`config.mk`:
```
export PLATFORM = sky130hd
export DESIGN_NAME = morse_key_decoder_flat
export DESIGN_NICKNAME = d
export VERILOG_FILES = /design/src/rtl/morse_key_decoder_if.sv /design/src/rtl/morse_key_decoder.sv /design/src/flat_wrapper.sv
export SDC_FILE = /design/constraint.sdc
export NUM_CORES = 1
export LEC_CHECK = 0
export CAP_MARGIN = 20
export CELL_PAD_IN_SITES_DETAIL_PLACEMENT = 0
export CELL_PAD_IN_SITES_GLOBAL_PLACEMENT = 1
export CORE_ASPECT_RATIO = 0.7
export CORE_MARGIN = 3
export CORE_UTILIZATION = 40
export DETAILED_ROUTE_END_ITERATION = 12
export MAX_ROUTING_LAYER = met4
export PLACE_DENSITY = 0.81
export RECOVER_POWER = 50
export SYNTH_ARGS = -nofsm -noshare
export SYNTH_HDL_FRONTEND = slang
export SYNTH_SLANG_ARGS = --single-unit
```
`constraint.sdc`:
```
create_clock -name clk -period 2.1 [get_ports clk]
set_input_delay 0.42 -clock clk [delete_from_list [all_inputs] [get_ports clk]]
set_output_delay 0.42 -clock clk [all_outputs]
set_load 0.005 [all_outputs]
```
`src/rtl/morse_key_decoder_if.sv`:
```
// Key-side inputs and decoded-digit outputs of the Morse key decoder.
// The master drives the key, the tick and the clear; the slave is the decoder.
interface morse_key_decoder_if;
  logic       tick;
  logic       key;
  logic       clear;
  logic [3:0] digit;
  logic       valid;
  logic       error;
  logic [2:0] sym_count;
  logic       busy;

  modport master (
    output tick, key, clear,
    input  digit, valid, error, sym_count, busy
  );

  modport slave (
    input  tick, key, clear,
    output digit, valid, error, sym_count, busy
  );
endinterface

```
`src/rtl/morse_key_decoder.sv`:
```
// Times Morse key presses and releases, classifies each press as a dot or a dash,
// and decodes a five-symbol Morse digit to a 4-bit value with valid/error pulses.
module morse_key_decoder #(
  parameter int DASH_TICKS      = 3,
  parameter int MAX_PRESS_TICKS = 15,
  parameter int GAP_TICKS       = 7
) (
  input logic                clk,
  input logic                rst,
  morse_key_decoder_if.slave bus
);

  typedef enum logic [2:0] {IDLE, PRESS, GAP, DECODE, ERR, HOLD} state_e;

  localparam logic [3:0] DashLimit  = 4'(DASH_TICKS);
  localparam logic [3:0] PressLimit = 4'(MAX_PRESS_TICKS);
  localparam logic [3:0] GapLimit   = 4'(GAP_TICKS);

  state_e     state_q, state_d;
  logic [3:0] press_cnt_q, press_cnt_d;
  logic [3:0] gap_cnt_q, gap_cnt_d;
  logic [4:0] pattern_q, pattern_d;
  logic [2:0] sym_count_q, sym_count_d;
  logic [3:0] digit_q, digit_d;
  logic       valid_q, valid_d;
  logic       error_q, error_d;

  logic [3:0] press_inc;
  logic [3:0] gap_inc;
  logic       is_dash;
  logic       pattern_ok;
  logic [3:0] pattern_value;

  // Counters saturate at all-ones so a long press or gap can never wrap around.
  assign press_inc = (press_cnt_q == 4'hF) ? press_cnt_q : press_cnt_q + 4'd1;
  assign gap_inc   = (gap_cnt_q == 4'hF) ? gap_cnt_q : gap_cnt_q + 4'd1;
  assign is_dash   = (press_cnt_q >= DashLimit);

  always_comb begin
    pattern_ok    = 1'b1;
    pattern_value = 4'd0;
    case (pattern_q)
      5'b01111: pattern_value = 4'd1;
      5'b00111: pattern_value = 4'd2;
      5'b00011: pattern_value = 4'd3;
      5'b00001: pattern_value = 4'd4;
      5'b00000: pattern_value = 4'd5;
      5'b10000: pattern_value = 4'd6;
      5'b11000: pattern_value = 4'd7;
      5'b11100: pattern_value = 4'd8;
      5'b11110: pattern_value = 4'd9;
      5'b11111: pattern_value = 4'd0;
      default:  pattern_ok    = 1'b0;
    endcase
  end

  always_ff @(posedge clk) begin
    if (rst) begin
      state_q     <= IDLE;
      press_cnt_q <= 4'd0;
      gap_cnt_q   <= 4'd0;
      pattern_q   <= 5'd0;
      sym_count_q <= 3'd0;
      digit_q     <= 4'd0;
      valid_q     <= 1'b0;
      error_q     <= 1'b0;
    end else begin
      state_q     <= state_d;
      press_cnt_q <= press_cnt_d;
      gap_cnt_q   <= gap_cnt_d;
      pattern_q   <= pattern_d;
      sym_count_q <= sym_count_d;
      digit_q     <= digit_d;
      valid_q     <= valid_d;
      error_q     <= error_d;
    end
  end

  always_comb begin
    state_d     = state_q;
    press_cnt_d = press_cnt_q;
    gap_cnt_d   = gap_cnt_q;
    pattern_d   = pattern_q;
    sym_count_d = sym_count_q;
    digit_d     = digit_q;
    valid_d     = 1'b0;
    error_d     = 1'b0;

    if (bus.clear) begin
      state_d     = IDLE;
      press_cnt_d = 4'd0;
      gap_cnt_d   = 4'd0;
      pattern_d   = 5'd0;
      sym_count_d = 3'd0;
    end else begin
      case (state_q)
        IDLE: begin
          if (bus.key) begin
            state_d     = PRESS;
            press_cnt_d = 4'd0;
          end
        end
        // Release is checked first, so a tick in the release cycle is not counted.
        PRESS: begin
          if (!bus.key) begin
            pattern_d   = {pattern_q[3:0], is_dash};
            sym_count_d = sym_count_q + 3'd1;
            if (sym_count_q == 3'd4) begin
              state_d = DECODE;
            end else begin
              state_d   = GAP;
              gap_cnt_d = 4'd0;
            end
          end else if (bus.tick) begin
            press_cnt_d = press_inc;
            if (press_inc >= PressLimit) begin
              state_d     = ERR;
              pattern_d   = 5'd0;
              sym_count_d = 3'd0;
            end
          end
        end
        GAP: begin
          if (bus.key) begin
            state_d     = PRESS;
            press_cnt_d = 4'd0;
          end else if (bus.tick) begin
            gap_cnt_d = gap_inc;
            if (gap_inc >= GapLimit) begin
              state_d     = ERR;
              pattern_d   = 5'd0;
              sym_count_d = 3'd0;
            end
          end
        end
        DECODE: begin
          if (pattern_ok) begin
            digit_d = pattern_value;
            valid_d = 1'b1;
          end else begin
            error_d = 1'b1;
          end
          state_d     = IDLE;
          pattern_d   = 5'd0;
          sym_count_d = 3'd0;
        end
        // A key still held after an error parks in HOLD so it cannot start a digit.
        ERR: begin
          error_d = 1'b1;
          state_d = bus.key ? HOLD : IDLE;
        end
        HOLD: begin
          if (!bus.key) begin
            state_d = IDLE;
          end
        end
        default: begin
          state_d = IDLE;
        end
      endcase
    end
  end

  always_comb begin
    bus.digit     = digit_q;
    bus.valid     = valid_q;
    bus.error     = error_q;
    bus.sym_count = sym_count_q;
    bus.busy      = (state_q != IDLE);
  end

endmodule

```
`src/flat_wrapper.sv`:
```
// flat-port wrapper written by rule: the top's interface ports become plain ports
module morse_key_decoder_flat 
#(
  parameter int DASH_TICKS      = 3,
  parameter int MAX_PRESS_TICKS = 15,
  parameter int GAP_TICKS       = 7
)
  (clk, rst, bus_tick, bus_key, bus_clear, bus_digit, bus_valid, bus_error, bus_sym_count, bus_busy);
  morse_key_decoder_if bus_i ();
  input logic clk;
  input logic rst;
  input wire logic [$bits(bus_i.tick)-1:0] bus_tick;
  input wire logic [$bits(bus_i.key)-1:0] bus_key;
  input wire logic [$bits(bus_i.clear)-1:0] bus_clear;
  output wire logic [$bits(bus_i.digit)-1:0] bus_digit;
  output wire logic [$bits(bus_i.valid)-1:0] bus_valid;
  output wire logic [$bits(bus_i.error)-1:0] bus_error;
  output wire logic [$bits(bus_i.sym_count)-1:0] bus_sym_count;
  output wire logic [$bits(bus_i.busy)-1:0] bus_busy;
  assign bus_i.tick = bus_tick;
  assign bus_i.key = bus_key;
  assign bus_i.clear = bus_clear;
  assign bus_digit = bus_i.digit;
  assign bus_valid = bus_i.valid;
  assign bus_error = bus_i.error;
  assign bus_sym_count = bus_i.sym_count;
  assign bus_busy = bus_i.busy;
  morse_key_decoder #(.DASH_TICKS(DASH_TICKS), .MAX_PRESS_TICKS(MAX_PRESS_TICKS), .GAP_TICKS(GAP_TICKS)) u_core (.clk(clk), .rst(rst), .bus(bus_i));
endmodule
```
# After elaboration in Yosys (flattened, before gate mapping)
# Index checks and enable logic that the tools add are counted.
totals:
  regBits: 25
  latchBits: 0
  ramBits: 0
  romBits: 0
  inputBits: 5
  output_inout_bits: 10
  n_memories: 0
classes:
  n_addsub: 3
  multipliers: 0
  n_div: 0
  n_lt_le_gt_ge: 3
  eq_ne: 31
  shifts: 0
  muxes: 41
  n_bitwise: 2
  n_reduce_logical: 15
ops:
  columns: ["cell", "n"]
  rows:
  - ["3-bit two-way mux", 15]
  - ["4-bit two-way mux", 9]
  - ["4-bit case mux with 9 select lines", 1]
  - ["5-bit two-way mux", 6]
  - ["5-bit equality test, second input constant", 5]
  - ["2-bit != test, second input constant", 8]
  - ["4-bit case mux with 2 select lines", 2]
  - ["3-bit case mux with 5 select lines", 1]
  - ["5-bit case mux with 3 select lines", 1]
  - ["6-bit AND reduction", 2]
  - ["10-bit OR reduction", 1]
  - ["3-bit equality test, second input constant", 3]
  - ["3-bit case mux with 3 select lines", 1]
  - ["4-bit by 1-bit adder with 4-bit output, second input constant", 2]
  - ["4-bit equality test, second input constant", 2]
  - ["3-bit by 2-bit equality test with 1-bit output, second input constant", 2]
  - ["3-bit by 2-bit != test with 1-bit output, second input constant", 2]
  - ["3-bit != test, second input constant", 2]
  - ["3-bit nonzero test", 2]
  - ["5-bit by 1-bit equality test with 1-bit output, second input constant", 1]
  - ["5-bit by 2-bit equality test with 1-bit output, second input constant", 1]
  - ["5-bit by 3-bit equality test with 1-bit output, second input constant", 1]
  - ["5-bit by 4-bit equality test with 1-bit output, second input constant", 1]
  - ["5-bit logical NOT", 1]
  - ["other kinds (16)", 23]

# Logic depth before layout (Yosys ltp)
# Gate-level depths: netlist of the first run.
depth:
  depth_word: 7
  depth_mapped: 7
  mapped_depth_nobuf: 7

# Worst setup path before layout of the first run
# No wires, ideal clock.
synth_timing:
  kind: "reg-to-reg"
  from: "register u_core.press_cnt_q[0]"
  to: "register u_core.sym_count_q[2], in the netlist u_core.bus.sym_count[2]"
  setup_ps: 116
  arrival_ps: 1757
  path_slack_ps: 227
  stages_incl_launch_ff: 8
  path_buffers: 1
  synth_period_minus_slack_ps: 1873
  cell_sequence: "dfxtp_1 > ha_1 > nand2_1 > mux2_1 > o2111ai_1 > a311o_1 > buf_6 > a31o_1"
synth_via:
  elab_chain_cells: 5
synth_lines:
  columns: ["item", "line_no", "source"]
  rows:
  - ["start: declaration", "morse_key_decoder.sv:20", "logic [3:0] press_cnt_q, press_cnt_d;"]
  - ["start signal: assignment", "morse_key_decoder.sv:69", "press_cnt_q <= press_cnt_d;"]
  - ["4-bit by 1-bit adder with 4-bit output or 4-bit equality test (tied branches)", "morse_key_decoder.sv:35", "assign press_inc = (press_cnt_q == 4'hF) ? press_cnt_q : press_cnt_q + 4'd1;"]
  - ["4-bit two-way mux *", "morse_key_decoder.sv:35", null]
  - ["4-bit >= comparator *", "morse_key_decoder.sv:116", "if (press_inc >= PressLimit) begin"]
  - ["3-bit by 2-bit != test with 1-bit output (no source line) *", null, null]
  - ["6-bit AND reduction (no source line) *", null, null]
  - ["end signal: assignment", "morse_key_decoder.sv:72", "sym_count_q <= sym_count_d;"]
  - ["end: declaration", "morse_key_decoder.sv:23", "logic [2:0] sym_count_q, sym_count_d;"]
# Mark *: on every way between the ends. The rest lies on a longest branch, timed or not.
# A chain may end at the register's enable or synchronous reset.

# Final worst setup path of the first run
layout_timing:
  from: "register u_core.state_q[1]"
  to: "output port bus_busy"
layout_via:
  elab_chain_cells: 1
layout_lines:
  columns: ["item", "line_no", "source"]
  rows:
  - ["start: declaration", "morse_key_decoder.sv:19", "state_e state_q, state_d;"]
  - ["start signal: assignment", "morse_key_decoder.sv:68", "state_q <= state_d;"]
  - ["3-bit nonzero test", "morse_key_decoder.sv:169", "bus.busy = (state_q != IDLE);"]
  - ["end: declaration", "flat_wrapper.sv:19", "output wire logic [$bits(bus_i.busy)-1:0] bus_busy;"]
# No other way between the ends.

==> results of run 1 <==
==> state kept, by name, indices dropped and copies added (netlist names) <==
| signal | count |
|---|---|
| u_core.bus.digit | 4 |
| u_core.bus.error | 1 |
| u_core.bus.sym_count | 3 |
| u_core.bus.valid | 1 |
| u_core.gap_cnt_q | 4 |
| u_core.pattern_q | 5 |
| u_core.press_cnt_q | 4 |
| u_core.state_q | 3 |
==> stage by stage <==
stage | total power (uW) | setup slack [ns] | cells
after CTS | 857.3 | 0.1097 | 248
after global placement | 570.0 | 0.08253 | 244
after global routing | 889.5 | 0.01633 | 248
final | 851.4 | 0.1249 | 248
after detailed placement | 571.0 | 0.06884 | 244
after floorplan | 535.1 | 0.2275 | 182
==> how the worst max path moves through the flow <==
stage | slack, ns | start | end | depth (start not counted)
global route | 0.02 | u_core.press_cnt_q[1]$_SDFFE_PP0P_ | u_core.pattern_q[1]$_SDFFE_PP0P_ | 7
global placement | 0.08 | bus_tick | u_core.pattern_q[0]$_SDFFE_PP0P_ | 7
finish | 0.12 | u_core.state_q[1]$_SDFFE_PP0P_ | bus_busy | 2
floorplan | 0.23 | u_core.press_cnt_q[0]$_SDFFE_PP0P_ | u_core.bus.sym_count[2]$_SDFFE_PP0P_ | 7
CTS | 0.11 | u_core.state_q[1]$_SDFFE_PP0P_ | bus_busy | 2
detailed placement | 0.07 | bus_tick | u_core.pattern_q[0]$_SDFFE_PP0P_ | 7
==> placed cells by master (no fill, tap or decap), drive strengths merged, types with 2 or more instances in the layout <==
| master | synthesis | final |
|---|---|---|
| dlygate4sd3 | 0 | 10 |
| nor2 | 19 | 19 |
| ha | 4 | 4 |
| o21ai | 7 | 7 |
| a21oi | 9 | 9 |
| o2111ai | 2 | 2 |
| nor3 | 6 | 6 |
| nand2 | 19 | 19 |
| o31ai | 2 | 2 |
| nand3 | 6 | 6 |
| nand2b | 4 | 4 |
| nand4 | 2 | 2 |
| mux2i | 11 | 11 |
| clkdlybuf4s50 | 0 | 4 |
| o2bb2ai | 2 | 2 |
| or3 | 2 | 2 |
| clkbuf | 9 | 5 |
| xor2 | 2 | 2 |
| a311o | 2 | 2 |
| and3 | 2 | 2 |
| nand3b | 5 | 5 |
| buf | 3 | 12 |
| a32oi | 2 | 2 |
| dfxtp | 25 | 25 |
| nor2b | 9 | 9 |
| a31o | 3 | 3 |
| o41ai | 2 | 2 |
| inv | 7 | 7 |
==> metal layers <==
layer	vias up	wire length [um]	track usage [%]
li1	697	-	-
met1	663	1705	25.10
met2	38	1502	23.05
met3	2	214	4.327
met4	0	12	2.993
met5	-	0	-
==> logic make-up (layout without fill, tap and decap cells) <==
family	count (synthesis)	after routing
simple gates	79	79
compound gates	40	40
flops	25	25
buf+inv	19	38
mux	12	12
fa+ha+maj	4	4
xor+xnor	3	3
==> final cells by class <==
cell class,count,area (sq um)
tap,47,58.81
fill,312,1559
multi-input combinational,138,893.4
sequential,25,501.7
inverter,7,26.28
clock buffer,4,45.04
timing repair buffer,27,234.0
==> worst max-delay path: stages, from the launching register on <==
cell and delay [ns]:
sky130_fd_sc_hd__dfxtp_1 0.43, sky130_fd_sc_hd__or3_1 0.40, sky130_fd_sc_hd__clkdlybuf4s50_1 0.45
==> what timing repair did <==
action / in CTS / in global routing
setup endpoints to repair: 0 / 5
resized for setup: 0 / 3
hold endpoints to repair: 0 / 0
==> power by group <==
group	switching, uW	internal, uW
Sequential	4.90	476
Clock	156	136
Combinational	42.5	36.1
==> reports/results.tsv, run 1 <==
metric	value	unit
clock_transition_at_the_registers_of_the_reported_paths	0.09	ns
tritoncts	yes	
hold_depth	2	
synthMuxAreaShare	8.262	%
placementRows	17	
root_buffer_master	sky130_fd_sc_hd__clkbuf_8	
critical_path_arrival	1.56	ns
rr_startpoint	u_core.press_cnt_q[1]$_SDFFE_PP0P_	
layout.cell_area.non_filler	1759	sq um
required	1.68	ns
drive_above_1_share	11.44	%
dominantRegCellSynth	sky130_fd_sc_hd__dfxtp_1	
worst_setup_path_start_kind	flop	
worst_hold_path_endpoint	u_core.gap_cnt_q[0]$_SDFFE_PP0P_	
placed_cell_area	1712	sq um
cts-htree-levels	1	
n_antenna_cell	0	
yosysTopAreaCell	sky130_fd_sc_hd__dfxtp_1	
remaining_drcs	0	
detailroute.via_count	1400	
clkLatencyLatePin	0.27	ns
hold_slack	0.4978	ns
dr.first_iter.drc_count	64	
antenna_violating_nets_left	0	
avgViaCountPerCell	5.645	
utilization	53.02	%
timing.final.max_slew_violations	0	
cp_max_fo	13	
wl_per_cell	13.85	um
place.detailed.hpwl	2530	um
portBuffers	14	
worst_hold_startpoint	u_core.gap_cnt_q[0]$_SDFFE_PP0P_	
reg2reg_slack	0.17	ns
synth_edf_count	0	
finalCritPeriodShare	94.05	%
power.density_cell_area	484.0	nW/um^2
clock_sink_count	25	
route.final.wire_length	3435	um
netlist.area_leader.share	34.07	%
synth_area_per_cell	8.071	sq um
synth.cells.most_frequent	sky130_fd_sc_hd__dfxtp_1 (25), sky130_fd_sc_hd__nand2_1 (19), sky130_fd_sc_hd__nor2_1 (19)	
global_route.usage.total	16.93	%
final-hold-violation-count	0	
cts-buffers-inserted	3	
ir_drop	226.4	uV
cts.hold.buffers_added	0	
r2r-end	u_core.pattern_q[0]$_SDFFE_PP0P_	
max_slew.worst_pin.slew	0.4598	ns
grt_first_pass_wirelength	5844	um
synth_seq_cells	25	
fp.dieArea	4447	sq um
timing.final.setup_violations	0	
gr-total-overflow	0	
starting_density_of_the_core	44.27	%
total_i_o_pin_count	15	
number_of_warnings_printed_during_yosys_synthesis	0	
clock_skew	0.004771	ns
die_height	56.70	um
synth-xor-area-share	1.789	%
first_global_vias	1201	
nNetsFinal	211	
max-slew-margin-rel	69.28	%
core_area	3318	sq um
grt_setup_unrepaired	no	
synthSimpleGateAreaFrac	27.68	%
hold_path_class	reg2reg	
max_cap_violations	0	
post-synth-top-count-cell	sky130_fd_sc_hd__dfxtp_1	
setup-tns-final	0	ns
postSynthNetCount	191	
netlist-cell-type-count	46	
synthesis.instances	182	
cts_setup_buffers	0	
dominant_combinational_cell_family_by_area_after_synthesis	simple AND/OR/NAND/NOR gates	
crit_type	reg2out	
die_w	78.43	um
max_freq	506.3	MHz
synth_compound_area_share	19.34	%
largest_net_degree_at_the_start_of_global_routing	14	
outcome	finished, final reports clean	
drt_first_pass_iters	5	
worst_setup_path_end_kind	output port	
syn_area	1469	sq um
p_leak	0.0007331	uW
max-clock-path-buffers	2	
layout_min_cycle_time	1.975	ns
gp_congestion	0.8008	
synth_fa_ha_area_share	3.407	%
synthToLayoutAreaGrowth	19.76	%
rr_worst_depth	7	
synth.top_cells.by_area	sky130_fd_sc_hd__dfxtp_1 (34%), sky130_fd_sc_hd__mux2i_1 (7.5%), sky130_fd_sc_hd__nand2_1 (4.9%), sky130_fd_sc_hd__nor2_1 (4.9%), sky130_fd_sc_hd__nor2b_1 (3.8%)	
sequential_element_share_of_the_synthesized_area	34.07	%
synthArstFlopShare	0	%
antenna_violations_before_repair	0	
Power figures use the tool's default switching activity.
==> run 2: changes to the inputs <==
Settings changed: SETUP_SLACK_MARGIN from default to 0.02, SKIP_CTS_REPAIR_TIMING from default to 1.
==> results of run 2 <==
Same layout as run 1: the final DEF is identical, and so are final timing and power.
==> run 3: changes to the inputs <==
Settings changed: REMOVE_ABC_BUFFERS from default to 1, SETUP_SLACK_MARGIN 0.02 to default.
==> run 3 against run 2 <==
Sequential share of layout area about the same. Final cell count is the same. Clock skew decreased by 0.0021 ns. Flip-flop and latch count did not move. Count of clock-buffer cells in the layout stayed put. Power down 0.98%. Design area fell by 0.14%. Fmax rose by 0.12%. Highest routed layer unchanged.
==> reports/results.tsv, run 3 (synthesis gave the netlist of run 1 again) <==
metric	value	unit	change
outcome	finished, final reports clean		unchanged
first_global_vias	1266		was 1201
cts-buffers-inserted	3		unchanged
max-slew-margin-rel	71.97	%	was 69.28%
drt_first_pass_iters	4		was 5
ir_drop	215.9	uV	was 226.4 uV
cp_common_cell	sky130_fd_sc_hd__a311o_1		
tritoncts	yes		unchanged
net-switching-power	194.7	uW	was 203.6 uW
grt_first_pass_wirelength	5837	um	was 5844 um
antenna_violations_before_repair	0		unchanged
timing.critical_path.max_delay_family	compound AO/OA/AOI/OAI gates		was buffers and inverters
hold_path_class	reg2reg		unchanged
antenna_violating_nets_left	0		unchanged
route.final.wire_length	3446	um	was 3435 um
max_freq	506.9	MHz	was 506.3 MHz
largest_reg_flops	5		unchanged
gr-total-overflow	0		unchanged
worst_setup_path_end_kind	flop		was output port
setup-tns-final	0	ns	unchanged
max_slew.worst_pin.slew	0.4098	ns	was 0.4598 ns
power.density_cell_area	479.9	nW/um^2	was 484.0 nW/um^2
mostFrequentLayoutCell	sky130_fd_sc_hd__dfxtp_1		unchanged
die_height	56.70	um	unchanged
timing.final.setup_violations	0		unchanged
clock_transition_at_the_registers_of_the_reported_paths	0.08	ns	was 0.09 ns
hold_slack	0.5009	ns	was 0.4978 ns
finalCritPeriodShare	93.94	%	was 94.05%
required	2.30	ns	was 1.68 ns
wl_per_cell	13.90	um	was 13.85 um
n_antenna_cell	0		unchanged
core_area	3318	sq um	unchanged
clock_skew	0.002674	ns	was 0.004771 ns
largest_net_degree_at_the_start_of_global_routing	14		unchanged
p_clk_share	33.6	%	was 34.3%
place.detailed.hpwl	2634	um	was 2530 um
max_flop_register	u_core.pattern_q		unchanged
grt_setup_unrepaired	no		unchanged
clkLatencyLatePin	0.27	ns	about the same
synthToLayoutAreaGrowth	19.59	%	was 19.76%
dr.first_iter.drc_count	58		was 64
layout_min_cycle_time	1.973	ns	was 1.975 ns
p_leak	0.0007425	uW	was 0.0007331 uW
cts-htree-levels	1		unchanged
total_i_o_pin_count	15		unchanged
timing.final.max_slew_violations	0		unchanged
final-hold-violation-count	0		unchanged
critical_path_arrival	2.17	ns	was 1.56 ns
timing.critical_path.buf_inv	1		unchanged
gp_congestion	0.8222		was 0.8008
nNetsFinal	211		unchanged
mostFrequentLayoutCells	sky130_fd_sc_hd__dfxtp_1 (25), sky130_fd_sc_hd__nand2_1 (19), sky130_fd_sc_hd__nor2_1 (19)		was sky130_fd_sc_hd__dfxtp_1 (24), sky130_fd_sc_hd__nand2_1 (19), sky130_fd_sc_hd__nor2_1 (19)
crit_path_top_delay_cell	sky130_fd_sc_hd__a311o_1		was sky130_fd_sc_hd__clkdlybuf4s50_1
cp_max_fo	5		was 13
starting_density_of_the_core	44.27	%	unchanged
cp_cell_sequence	ha_1 -> xor2_1 -> a311o_1 -> a31oi_1 -> a311o_1 -> buf_4 -> mux2i_1		was or3_1 -> clkdlybuf4s50_1
detailroute.via_count	1362		was 1400
clock_sink_count	25		unchanged
remaining_drcs	0		unchanged
comb_power_share	9.5	%	was 9.2%
root_buffer_master	sky130_fd_sc_hd__clkbuf_8		unchanged
power.internal	648.4	uW	was 647.8 uW
max_cap_violations	0		unchanged
power_frac_seq	57.0	%	was 56.5%
crit_type	reg2reg		was reg2out
global_route.usage.total	16.77	%	was 16.93%
max-clock-path-buffers	2		unchanged
reg2reg_slack	0.13	ns	was 0.17 ns
drive_above_1_share	10.45	%	was 11.44%
placementRows	17		unchanged
timing.critical_path.slowest_cell_delay	0.39	ns	was 0.45 ns
netSwitchingFraction	23.09	%	was 23.91%
worst_setup_path_start_kind	flop		unchanged
portBuffers	14		unchanged
die_w	78.43	um	unchanged
avgViaCountPerCell	5.492		was 5.645
fp.dieArea	4447	sq um	unchanged
## run 3: changes by cell type in the layout (fill, tap and decap cells not counted), sizes merged
cell	delta
buf	+1
clkbuf	-1
## run 3: worst paths after layout
kind	depth (start not counted)	start	to
min reg2reg	2	u_core.gap_cnt_q[0]$_SDFFE_PP0P_	u_core.gap_cnt_q[0]$_SDFFE_PP0P_
max reg2reg	7	u_core.gap_cnt_q[0]$_SDFFE_PP0P_	u_core.pattern_q[0]$_SDFFE_PP0P_
min	2	u_core.gap_cnt_q[0]$_SDFFE_PP0P_	u_core.gap_cnt_q[0]$_SDFFE_PP0P_
max	7	u_core.gap_cnt_q[0]$_SDFFE_PP0P_	u_core.pattern_q[0]$_SDFFE_PP0P_
## run 3: per-stage QoR
stage / area, sq um / power [uW] / setup WS (ns) / utilization (%) / cells
CTS: 1757 / 851.9 / 0.1076 / 52.94 / 248
detailed placement: 1712 / 571.6 / 0.06014 / 51.58 / 244
floorplan: 1415 / 528.5 / 0.1879 / - / 170
global route: 1757 / 888.7 / 0.005749 / 52.94 / 248
global placement: 1712 / 570.0 / 0.07854 / 51.58 / 244
finish: 1757 / 843.1 / 0.1273 / 52.94 / 248
## run 3: worst min-delay path: cells and delay by family (launching register included)
kind / cells / cell delay (ns)
flip-flops: 1 / 0.34
AND/OR/NAND/NOR: 1 / 0.06
AO/OA/AOI/OAI: 1 / 0.05
## run 3: final cells by class
class                           count  area (sq um)
Tap cell                           47         58.81
Inverter                            7         26.28
Timing Repair Buffer               27         237.7
Sequential cell                    25         500.5
Fill cell                         326          1562
Clock buffer                        4         45.04
Multi-Input combinational cell    138         888.4
## run 3: routing by layer
layer / global-route usage (%) / share of wire [%]
met4: 1.496 / 0.23
met2: 26.22 / 44
met5: - / 0
met1: 22.61 / 50
met3: 4.487 / 5.3
## run 3: power by group through the flow
stage	Clock, uW	Sequential [uW]	Combinational (uW)
finish	283	480	79.8
global placement	0	492	78.5
floorplan	0	491	37.9
CTS	291	480	80.5
detailed placement	0	492	80.0
global route	320	481	87.5
